## src/rtl/tilling_pkg.sv

```systemverilog
// tilling_pkg: shared sizing constants and FSM state encoding for tilling_sequencer.
package tilling_pkg;

    localparam int SIZE_OF_INPUT   = 16;
    localparam int SIZE_OF_FEATURE = 4;
    localparam int NUM_CORE        = 4;
    localparam int IDX_W           = 8;

    typedef enum logic [2:0] {
        ST_IDLE,
        ST_COLLECT,
        ST_ISSUE,
        ST_DRAIN,
        ST_DONE
    } state_t;

endpackage

```

## src/rtl/tilling_credit_counter.sv

```systemverilog
// tilling_credit_counter: counts issued groups not yet returned by tilling_machine.
// A simultaneous issue and return leaves the count unchanged; a lone return at zero is flagged.
module tilling_credit_counter
    import tilling_pkg::*;
#(
    parameter int MAX_INFLIGHT = 2
) (
    input  logic clk_i,
    input  logic rst_i,
    input  logic inc_i,
    input  logic dec_i,
    output logic has_credit_o,
    output logic empty_o,
    output logic underflow_o
);

    localparam int CW = $clog2(MAX_INFLIGHT + 1);

    logic [CW-1:0] count_q;
    logic [CW-1:0] count_d;

    always_comb begin
        count_d     = count_q;
        underflow_o = 1'b0;
        if (inc_i && !dec_i) begin
            count_d = count_q + 1'b1;
        end else if (dec_i && !inc_i) begin
            if (count_q == '0) begin
                underflow_o = 1'b1;
            end else begin
                count_d = count_q - 1'b1;
            end
        end
    end

    always_ff @(posedge clk_i or posedge rst_i) begin
        if (rst_i) begin
            count_q <= '0;
        end else begin
            count_q <= count_d;
        end
    end

    assign has_credit_o = (count_q < CW'(MAX_INFLIGHT));
    assign empty_o      = (count_q == '0);

endmodule

```

## src/rtl/tilling_sequencer.sv

```systemverilog
// tilling_sequencer: gathers one column per core, issues aligned groups to tilling_machine
// under credit control, and walks a row x column tile grid. Optional: TILLING_TIMEOUT_EN.
module tilling_sequencer #(
    parameter int SIZE_OF_INPUT  = tilling_pkg::SIZE_OF_INPUT,
    parameter int NUM_CORE       = tilling_pkg::NUM_CORE,
`ifdef TILLING_TIMEOUT_EN
    parameter int TIMEOUT_CYCLES = 64,
`endif
    parameter int MAX_INFLIGHT   = 2
) (
    input  logic                              clk_i,
    input  logic                              rst_i,
    input  logic                              start_i,
    input  logic [tilling_pkg::IDX_W-1:0]     cfg_num_col_i,
    input  logic [tilling_pkg::IDX_W-1:0]     cfg_num_row_i,
    input  logic [SIZE_OF_INPUT*NUM_CORE-1:0] core_data_i,
    input  logic [NUM_CORE-1:0]               core_valid_i,
    output logic [NUM_CORE-1:0]               core_ready_o,
    output logic [SIZE_OF_INPUT*NUM_CORE-1:0] overlapped_column_core_o,
    output logic [NUM_CORE-1:0]               valid_data_core_o,
    input  logic                              tm_valid_i,
    output logic [tilling_pkg::IDX_W-1:0]     col_idx_o,
    output logic [tilling_pkg::IDX_W-1:0]     row_idx_o,
    output logic                              busy_o,
    output logic                              done_o,
    output logic                              protocol_err_o
);
    import tilling_pkg::*;

    localparam int DW = SIZE_OF_INPUT * NUM_CORE;

    state_t             state_q;
    logic [IDX_W-1:0]   cfg_col_q, cfg_row_q;
    logic [IDX_W-1:0]   col_q, row_q;
    logic [NUM_CORE-1:0] held_q, valid_q;
    logic [DW-1:0]      buf_q, data_q, masked;
    logic               done_q, err_q;
    logic               has_credit, empty, underflow;
    logic               issue_go, last_group;
    logic [NUM_CORE-1:0] take;

`ifdef TILLING_TIMEOUT_EN
    localparam int TW = $clog2(TIMEOUT_CYCLES + 1);
    logic [TW-1:0] tmo_q;
    logic          tmo_hit;

    assign tmo_hit = (tmo_q == TW'(TIMEOUT_CYCLES));

    // Counts only while a group is partially filled; any other situation restarts it.
    always_ff @(posedge clk_i or posedge rst_i) begin
        if (rst_i) begin
            tmo_q <= '0;
        end else if (state_q != ST_COLLECT || held_q == '0 || (&held_q)) begin
            tmo_q <= '0;
        end else if (!tmo_hit) begin
            tmo_q <= tmo_q + 1'b1;
        end
    end

    assign issue_go = (state_q == ST_COLLECT) && ((&held_q) || tmo_hit) && has_credit;
`else
    assign issue_go = (state_q == ST_COLLECT) && (&held_q) && has_credit;
`endif

    // Ready is withheld on the deciding cycle so a late lane is never lost to the held clear.
    assign core_ready_o = (state_q == ST_COLLECT && !issue_go) ? ~held_q : '0;
    assign take         = core_valid_i & core_ready_o;
    assign last_group   = (col_q == cfg_col_q - IDX_W'(1)) && (row_q == cfg_row_q - IDX_W'(1));

    always_comb begin
        masked = '0;
        for (int k = 0; k < NUM_CORE; k++) begin
            if (held_q[k]) begin
                masked[k*SIZE_OF_INPUT +: SIZE_OF_INPUT] = buf_q[k*SIZE_OF_INPUT +: SIZE_OF_INPUT];
            end
        end
    end

    always_ff @(posedge clk_i or posedge rst_i) begin
        if (rst_i) begin
            held_q <= '0;
            buf_q  <= '0;
        end else if (state_q == ST_ISSUE) begin
            held_q <= '0;
        end else begin
            for (int k = 0; k < NUM_CORE; k++) begin
                if (take[k]) begin
                    held_q[k] <= 1'b1;
                    buf_q[k*SIZE_OF_INPUT +: SIZE_OF_INPUT] <= core_data_i[k*SIZE_OF_INPUT +: SIZE_OF_INPUT];
                end
            end
        end
    end

    tilling_credit_counter #(
        .MAX_INFLIGHT (MAX_INFLIGHT)
    ) u_credit (
        .clk_i        (clk_i),
        .rst_i        (rst_i),
        .inc_i        (state_q == ST_ISSUE),
        .dec_i        (tm_valid_i),
        .has_credit_o (has_credit),
        .empty_o      (empty),
        .underflow_o  (underflow)
    );

    always_ff @(posedge clk_i or posedge rst_i) begin
        if (rst_i) begin
            state_q   <= ST_IDLE;
            cfg_col_q <= '0;
            cfg_row_q <= '0;
            col_q     <= '0;
            row_q     <= '0;
            valid_q   <= '0;
            data_q    <= '0;
            done_q    <= 1'b0;
            err_q     <= 1'b0;
        end else begin
            valid_q <= '0;
            done_q  <= (state_q == ST_DONE);
            if (underflow) begin
                err_q <= 1'b1;
            end
            case (state_q)
                ST_IDLE: begin
                    if (start_i) begin
                        cfg_col_q <= cfg_num_col_i;
                        cfg_row_q <= cfg_num_row_i;
                        col_q     <= '0;
                        row_q     <= '0;
                        state_q   <= (cfg_num_col_i == '0 || cfg_num_row_i == '0) ? ST_DONE : ST_COLLECT;
                    end
                end
                ST_COLLECT: begin
                    if (issue_go) begin
                        valid_q <= held_q;
                        data_q  <= masked;
                        state_q <= ST_ISSUE;
                    end
                end
                ST_ISSUE: begin
                    // Both indices wrap at cfg-1, so 255x255 never overflows the 8-bit counters.
                    if (col_q == cfg_col_q - IDX_W'(1)) begin
                        col_q <= '0;
                        row_q <= (row_q == cfg_row_q - IDX_W'(1)) ? '0 : row_q + IDX_W'(1);
                    end else begin
                        col_q <= col_q + IDX_W'(1);
                    end
                    state_q <= last_group ? ST_DRAIN : ST_COLLECT;
                end
                ST_DRAIN: begin
                    if (empty) begin
                        state_q <= ST_DONE;
                    end
                end
                ST_DONE: begin
                    state_q <= ST_IDLE;
                end
                default: begin
                    state_q <= ST_IDLE;
                end
            endcase
        end
    end

    assign overlapped_column_core_o = data_q;
    assign valid_data_core_o        = valid_q;
    assign col_idx_o                = col_q;
    assign row_idx_o                = row_q;
    assign busy_o                   = (state_q != ST_IDLE);
    assign done_o                   = done_q;
    assign protocol_err_o           = err_q;

endmodule

```

## config.mk

```make
export PLATFORM = sky130hd
export DESIGN_NAME = tilling_sequencer
export DESIGN_NICKNAME = d
export VERILOG_FILES = /design/src/rtl/tilling_pkg.sv /design/src/rtl/tilling_credit_counter.sv /design/src/rtl/tilling_sequencer.sv
export SDC_FILE = /design/constraint.sdc
export NUM_CORES = 1
export LEC_CHECK = 0
export BUFFER_PORTS_ARGS = -buffer_cell sky130_fd_sc_hd__buf_2
export CAP_MARGIN = 20
export CORE_ASPECT_RATIO = 1.25
export CORE_MARGIN = 1.5
export CORE_UTILIZATION = 53
export DETAILED_ROUTE_END_ITERATION = 12
export HOLD_SLACK_MARGIN = 0.06
export PLACE_DENSITY = 0.79
export SYNTH_ARGS = -nofsm -noshare
export SYNTH_HDL_FRONTEND = slang
export SYNTH_HIERARCHICAL = 1
export SYNTH_SLANG_ARGS = --single-unit
export TNS_END_PERCENT = 20
```

## constraint.sdc

```tcl
create_clock -name clk_i -period 6.85 [get_ports clk_i]
set_input_delay 0.3425 -clock clk_i [delete_from_list [all_inputs] [get_ports clk_i]]
set_output_delay 0.3425 -clock clk_i [all_outputs]
set_load 0.02 [all_outputs]
```

Word level (Yosys, flattened, before mapping). Cells that the tools add are included.

Register bits: 175. Output and inout port bits: 91. Input bits: 88. Word-level logic and storage cells: 101.

Bitwise operators: 3. Multiplexer cells: 30. Add/sub/neg operators: 6. Equal/unequal tests: 11. Reductions and logical operators: 32. $lt $le $gt $ge: 1.

Operator list (number): two-way mux 16 bit (4); two-way mux 8 bit (4); one-hot mux 8 bit (2 select lines) (2); adder 8 x 1 -> 8 bit, second input constant (2); == test 8 bit (2); zero test 8 bit (2); two-way mux 4 bit (4); AND reduction 2 bit (8); subtractor 8 x 1 -> 8 bit, second input constant (2); two-way mux 3 bit (4); one-hot mux 3 bit (4 select lines) (1); nonzero test 2 bit (6); two-way mux 2 bit (4); != test 2 bit, second input constant (4); two-way mux 1 bit (7); == test 3 x 2 -> 1 bit, second input constant (2); logical AND 1 bit (6); AND reduction 3 bit (2); bitwise AND 4 bit (1); inverter 4 bit (1); AND reduction 4 bit (1); == test 3 x 1 -> 1 bit, second input constant (1); == test 3 bit, second input constant (1); zero test 1 bit (3); 9 further kinds (9).

Longest topological paths before layout.
Depth after elaboration: 9. Depth in mapped cells: 10. Mapped depth without buffers: 9.

Modules after synthesis. Netlist, hierarchy kept.

By module, submodules not included: tilling_sequencer (seq. area each 4329.2 µm², instances 1, area an instance 7189.4 µm², cells each 520); tilling_credit_counter (seq. area each 50.0 µm², instances 1, area an instance 155.1 µm², cells each 20).

Worst setup path after synthesis. OpenSTA, ideal clock, no wires.

Path type: reg2reg. From: register cfg_row_q[0]. To: register row_q[3] (netlist: row_idx_o[3]). Period minus slack after synthesis: 2308 ps. Cell stages (with the launch flop): 11. Data required time: 6707 ps. Arrival time: 2165 ps. Buffers on the path: 1. Setup slack: 4542 ps. Library setup time: 143 ps. Path through: dfrtp_1 > inv_1 > ha_1 > xnor2_1 > a311oi_1 > o211ai_1 > or4_4 > and2_4 > nand2b_4 > buf_6 > o311ai_4.

Word-level cells in the longest chain between the ends: 5.

Ends and longest elaborated chain: start, declared (line tilling_sequencer.sv:33) `logic [IDX_W-1:0] cfg_col_q, cfg_row_q;`; start signal, assigned (line tilling_sequencer.sv:128) `cfg_row_q <= cfg_num_row_i;`; subtractor 8 x 1 -> 8 bit (line tilling_sequencer.sv:145) `row_q <= (row_q == cfg_row_q - IDX_W'(1)) ? '0 : row_q + IDX_W'(1);`; == test 8 bit (line tilling_sequencer.sv:145); two-way mux 8 bit (line tilling_sequencer.sv:145); two-way mux 8 bit (line tilling_sequencer.sv:143) `if (col_q == cfg_col_q - IDX_W'(1)) begin`; one-hot mux 8 bit (2 select lines) (line tilling_sequencer.sv:124) `case (state_q)`; end signal, assigned (line tilling_sequencer.sv:145); end, declared (line tilling_sequencer.sv:34) `logic [IDX_W-1:0] col_q, row_q;`.

Every way passes these cells. The select of a mux whose other input is x is not followed. A chain may end at the register's enable or synchronous reset.

Final worst setup path.
From: register cfg_col_q[0]. To: register col_q[6] (netlist: col_idx_o[6]).

Word-level cells in the longest chain between the ends: 4.

Ends and longest elaborated chain: start, declared (line tilling_sequencer.sv:33); start signal, assigned (line tilling_sequencer.sv:127) `cfg_col_q <= cfg_num_col_i;`; subtractor 8 x 1 -> 8 bit (line tilling_sequencer.sv:143); == test 8 bit (line tilling_sequencer.sv:143); two-way mux 8 bit (line tilling_sequencer.sv:143); one-hot mux 8 bit (2 select lines) (line tilling_sequencer.sv:124); end signal, assigned (line tilling_sequencer.sv:147) `col_q <= col_q + IDX_W'(1);`; end, declared (line tilling_sequencer.sv:34).

Every way passes these cells.

==> results.cfg <==
[die]
die_w_um = 108
dieArea_mm2 = 0.0146
rows = 47
coreArea_mm2 = 0.0134
die_h_um = 135
start_util_pct = 54.8
num_io_pins = 179

[timing]
finClkSkew_ns = 0.00609
setup_violations = 0
hold_viol = 0
slew_headroom_pct = 38.6
fin_tns_setup_ns = 0
rsz0062_at_grt = false
max_freq_ghz = 0.390
drv_slew = 0
post-route-period-util_pct = 37.4
period_minus_slack_ns = 2.56
fin_ws_ns = 4.29
worst_pin_slew_ns = 0.920

[synthesis]
yosysMostFrequentCell = dfrtp_1
syn-instance-count = 540
synth_area_leaders = dfrtp_1 (60%), mux2_2 (22%), xnor2_1 (1.7%)
seq_area_frac_synth_pct = 59.6
syn_nets = 634
syn_area_per_cell_um2 = 13.6
synth-seq-cells = 175
synth-edff-count = 0
async_flop_share_pct = 100
ys.flop_type = dfrtp_1
yosysTopAreaCell = dfrtp_1
synth_common_cells = dfrtp_1 (175), mux2_2 (141), nand2_1 (31)
synth.distinct_cells = 53
synth_warnings = 6
synth_top_area_share_pct = 59.6
synthesis.area_mm2 = 0.00734

[critical_path]
required_ns = 7.18
startpoint_type = register
cp_cell_sequence = or4_1 > o221ai_1 > nand3_1 > a21oi_1 > a41oi_1 > a31oi_1
worstRegToRegCells = 6
slowest_stage = a21oi_1
arrival_ns = 2.89
worst_path_largest_cell_delay_ns = 0.69
critical_path_class = reg2reg
endpoint_kind = register
critPathMaxFanout = 12

[global_route]
grt_pass1_wl_um = 25900
grt_start_max_net_pins = 100
antenna_found_initial = 0
gr-total-overflow = 0
grt_pass1_vias = 5320
grt.total_usage_pct = 22.8

[clock_tree]
htree_levels = 4
root_buffer = clkbuf_16
cts_buffers = 17
cts_tree = done
post-cts-setup-buffers = 0
clock-sinks = 175
cts.reportedPaths.clkPinSlew_ns = 0.07
clock_latency_ns = 0.42
cts_buffer_depth = 2

[run_status]
status = completed

[place]
portBuffers = 178
placed_cell_area_mm2 = 0.00840
dp_slack_ns = 4.35
dp_hpwl_um = 11300
gp_congestion = 0.824

[power_and_ir_drop]
leakagePower_nw = 4.27
power.density_mw_per_mm2 = 493
fin_total_pwr_mw = 4.42
irDropWorstVdd_mv = 0.273

[worst_hold_path]
hp-class = in2reg
hold_depth = 3

[drt]
wl_per_cell_um = 17.4
dr.pass1.iters = 5
drt_iter0_markers = 249
routed_wl_um = 15800
ant_nets = 0
drc_errors = 0
vias_per_cell = 5.47
vias = 4966

[layout]
drive_gt1_share_pct = 50.1
area_growth_pct = 22.0
regArea_mm2 = 0.00438
fillers = 1011
final_cell_area_mm2 = 0.00896
multi_input_area_mm2 = 0.00281
diodes = 0
fin_nets = 818

[flow_run]
max-cap-violations = 0
==> cells by family after synthesis <==
group | after synthesis | synth area share (%)
compound gates | 51 | 5.11
xor+xnor | 21 | 2.50
fa+ha+maj | 6 | 1.02
buf+inv | 37 | 2.20
flops | 175 | 59.6
mux | 141 | 21.6
simple gates | 109 | 7.92
==> cell usage in the layout (no fill, tap or decap), types with 6 or more instances in the layout <==
| master | synthesis | layout |
|---|---|---|
| a21oi_1 | 12 | 12 |
| buf_2 | 9 | 178 |
| clkbuf_16 | 0 | 17 |
| dfrtp_1 | 175 | 175 |
| ha_1 | 6 | 6 |
| inv_1 | 20 | 19 |
| mux2_2 | 141 | 141 |
| nand2_1 | 31 | 31 |
| nand2b_1 | 8 | 8 |
| nand3_1 | 13 | 13 |
| nor2_1 | 16 | 16 |
| nor3_1 | 8 | 7 |
| o21ai_0 | 12 | 12 |
| xnor2_1 | 14 | 14 |
| xor2_1 | 7 | 7 |
==> critical path, delay by kind of cell (launching register included) <==
family             cells  cell delay, ns
and+or+nand+nor        2            0.73
DFF                    1            0.42
AOI/OAI and AO/OA      4            1.34
==> per-layer routing <==
metal / vias to the layer above / track usage [%] / part of all wire [%]
li1: 2281 / - / -
met1: 2511 / 27.1 / 39
met2: 153 / 39.8 / 53
met3: 21 / 6.32 / 5.3
met4: 0 / 7.75 / 2.0
met5: - / 0 / 0
==> sequential cells by signal, indices dropped and copies added (netlist names) <==
| register | flops |
|---|---|
| protocol_err_o | 1 |
| done_o | 1 |
| col_idx_o | 8 |
| buf_q | 64 |
| overlapped_column_core_o | 64 |
| valid_data_core_o | 4 |
| u_credit/count_q | 2 |
| state_q | 3 |
| held_q | 4 |
| cfg_col_q | 8 |
| cfg_row_q | 8 |
| row_idx_o | 8 |
==> what timing repair did <==
action,in CTS,in global routing
gates resized for setup,0,0
hold buffers,1,0
endpoints found under the hold margin,2,0
==> through the flow <==
step / util [%] / hold slack, ns / instances
after detailed placement: 62.6 / 0.249 / 875
final: 66.8 / 0.150 / 908
after global routing: 66.8 / 0.138 / 908
after global placement: 62.6 / 0.245 / 875
after floorplan: - / 0.0837 / 540
after CTS: 66.8 / 0.132 / 908
==> path summary, 6_finish.rpt <==
check,start,endpoint,slack [ns]
max in group asynchronous,rst_i,buf_q[21],4.70
worst min-delay path,cfg_num_row_i[1],cfg_row_q[1],0.15
worst min register to register,protocol_err_o,protocol_err_o,0.48
worst max-delay path,cfg_col_q[0],col_idx_o[6],4.29
min in group asynchronous,rst_i,u_credit/count_q[0],0.39
worst max register to register,cfg_col_q[0],col_idx_o[6],4.29
==> power breakdown <==
group	total, mW	switching [mW]	internal, mW
combinational	1.71	0.895	0.812
clock	0.902	0.425	0.476
sequential	1.81	0.296	1.51
==> final cells by class <==
class	instances	share of cell area, %
multi-input cells	328	31.3
inverters	20	0.893
clock buffers	17	4.75
repair buffers	182	10.3
flip-flops and latches	175	48.9
well taps	171	2.39
clock inverters	15	1.47
(Power assumes the default switching activity.)
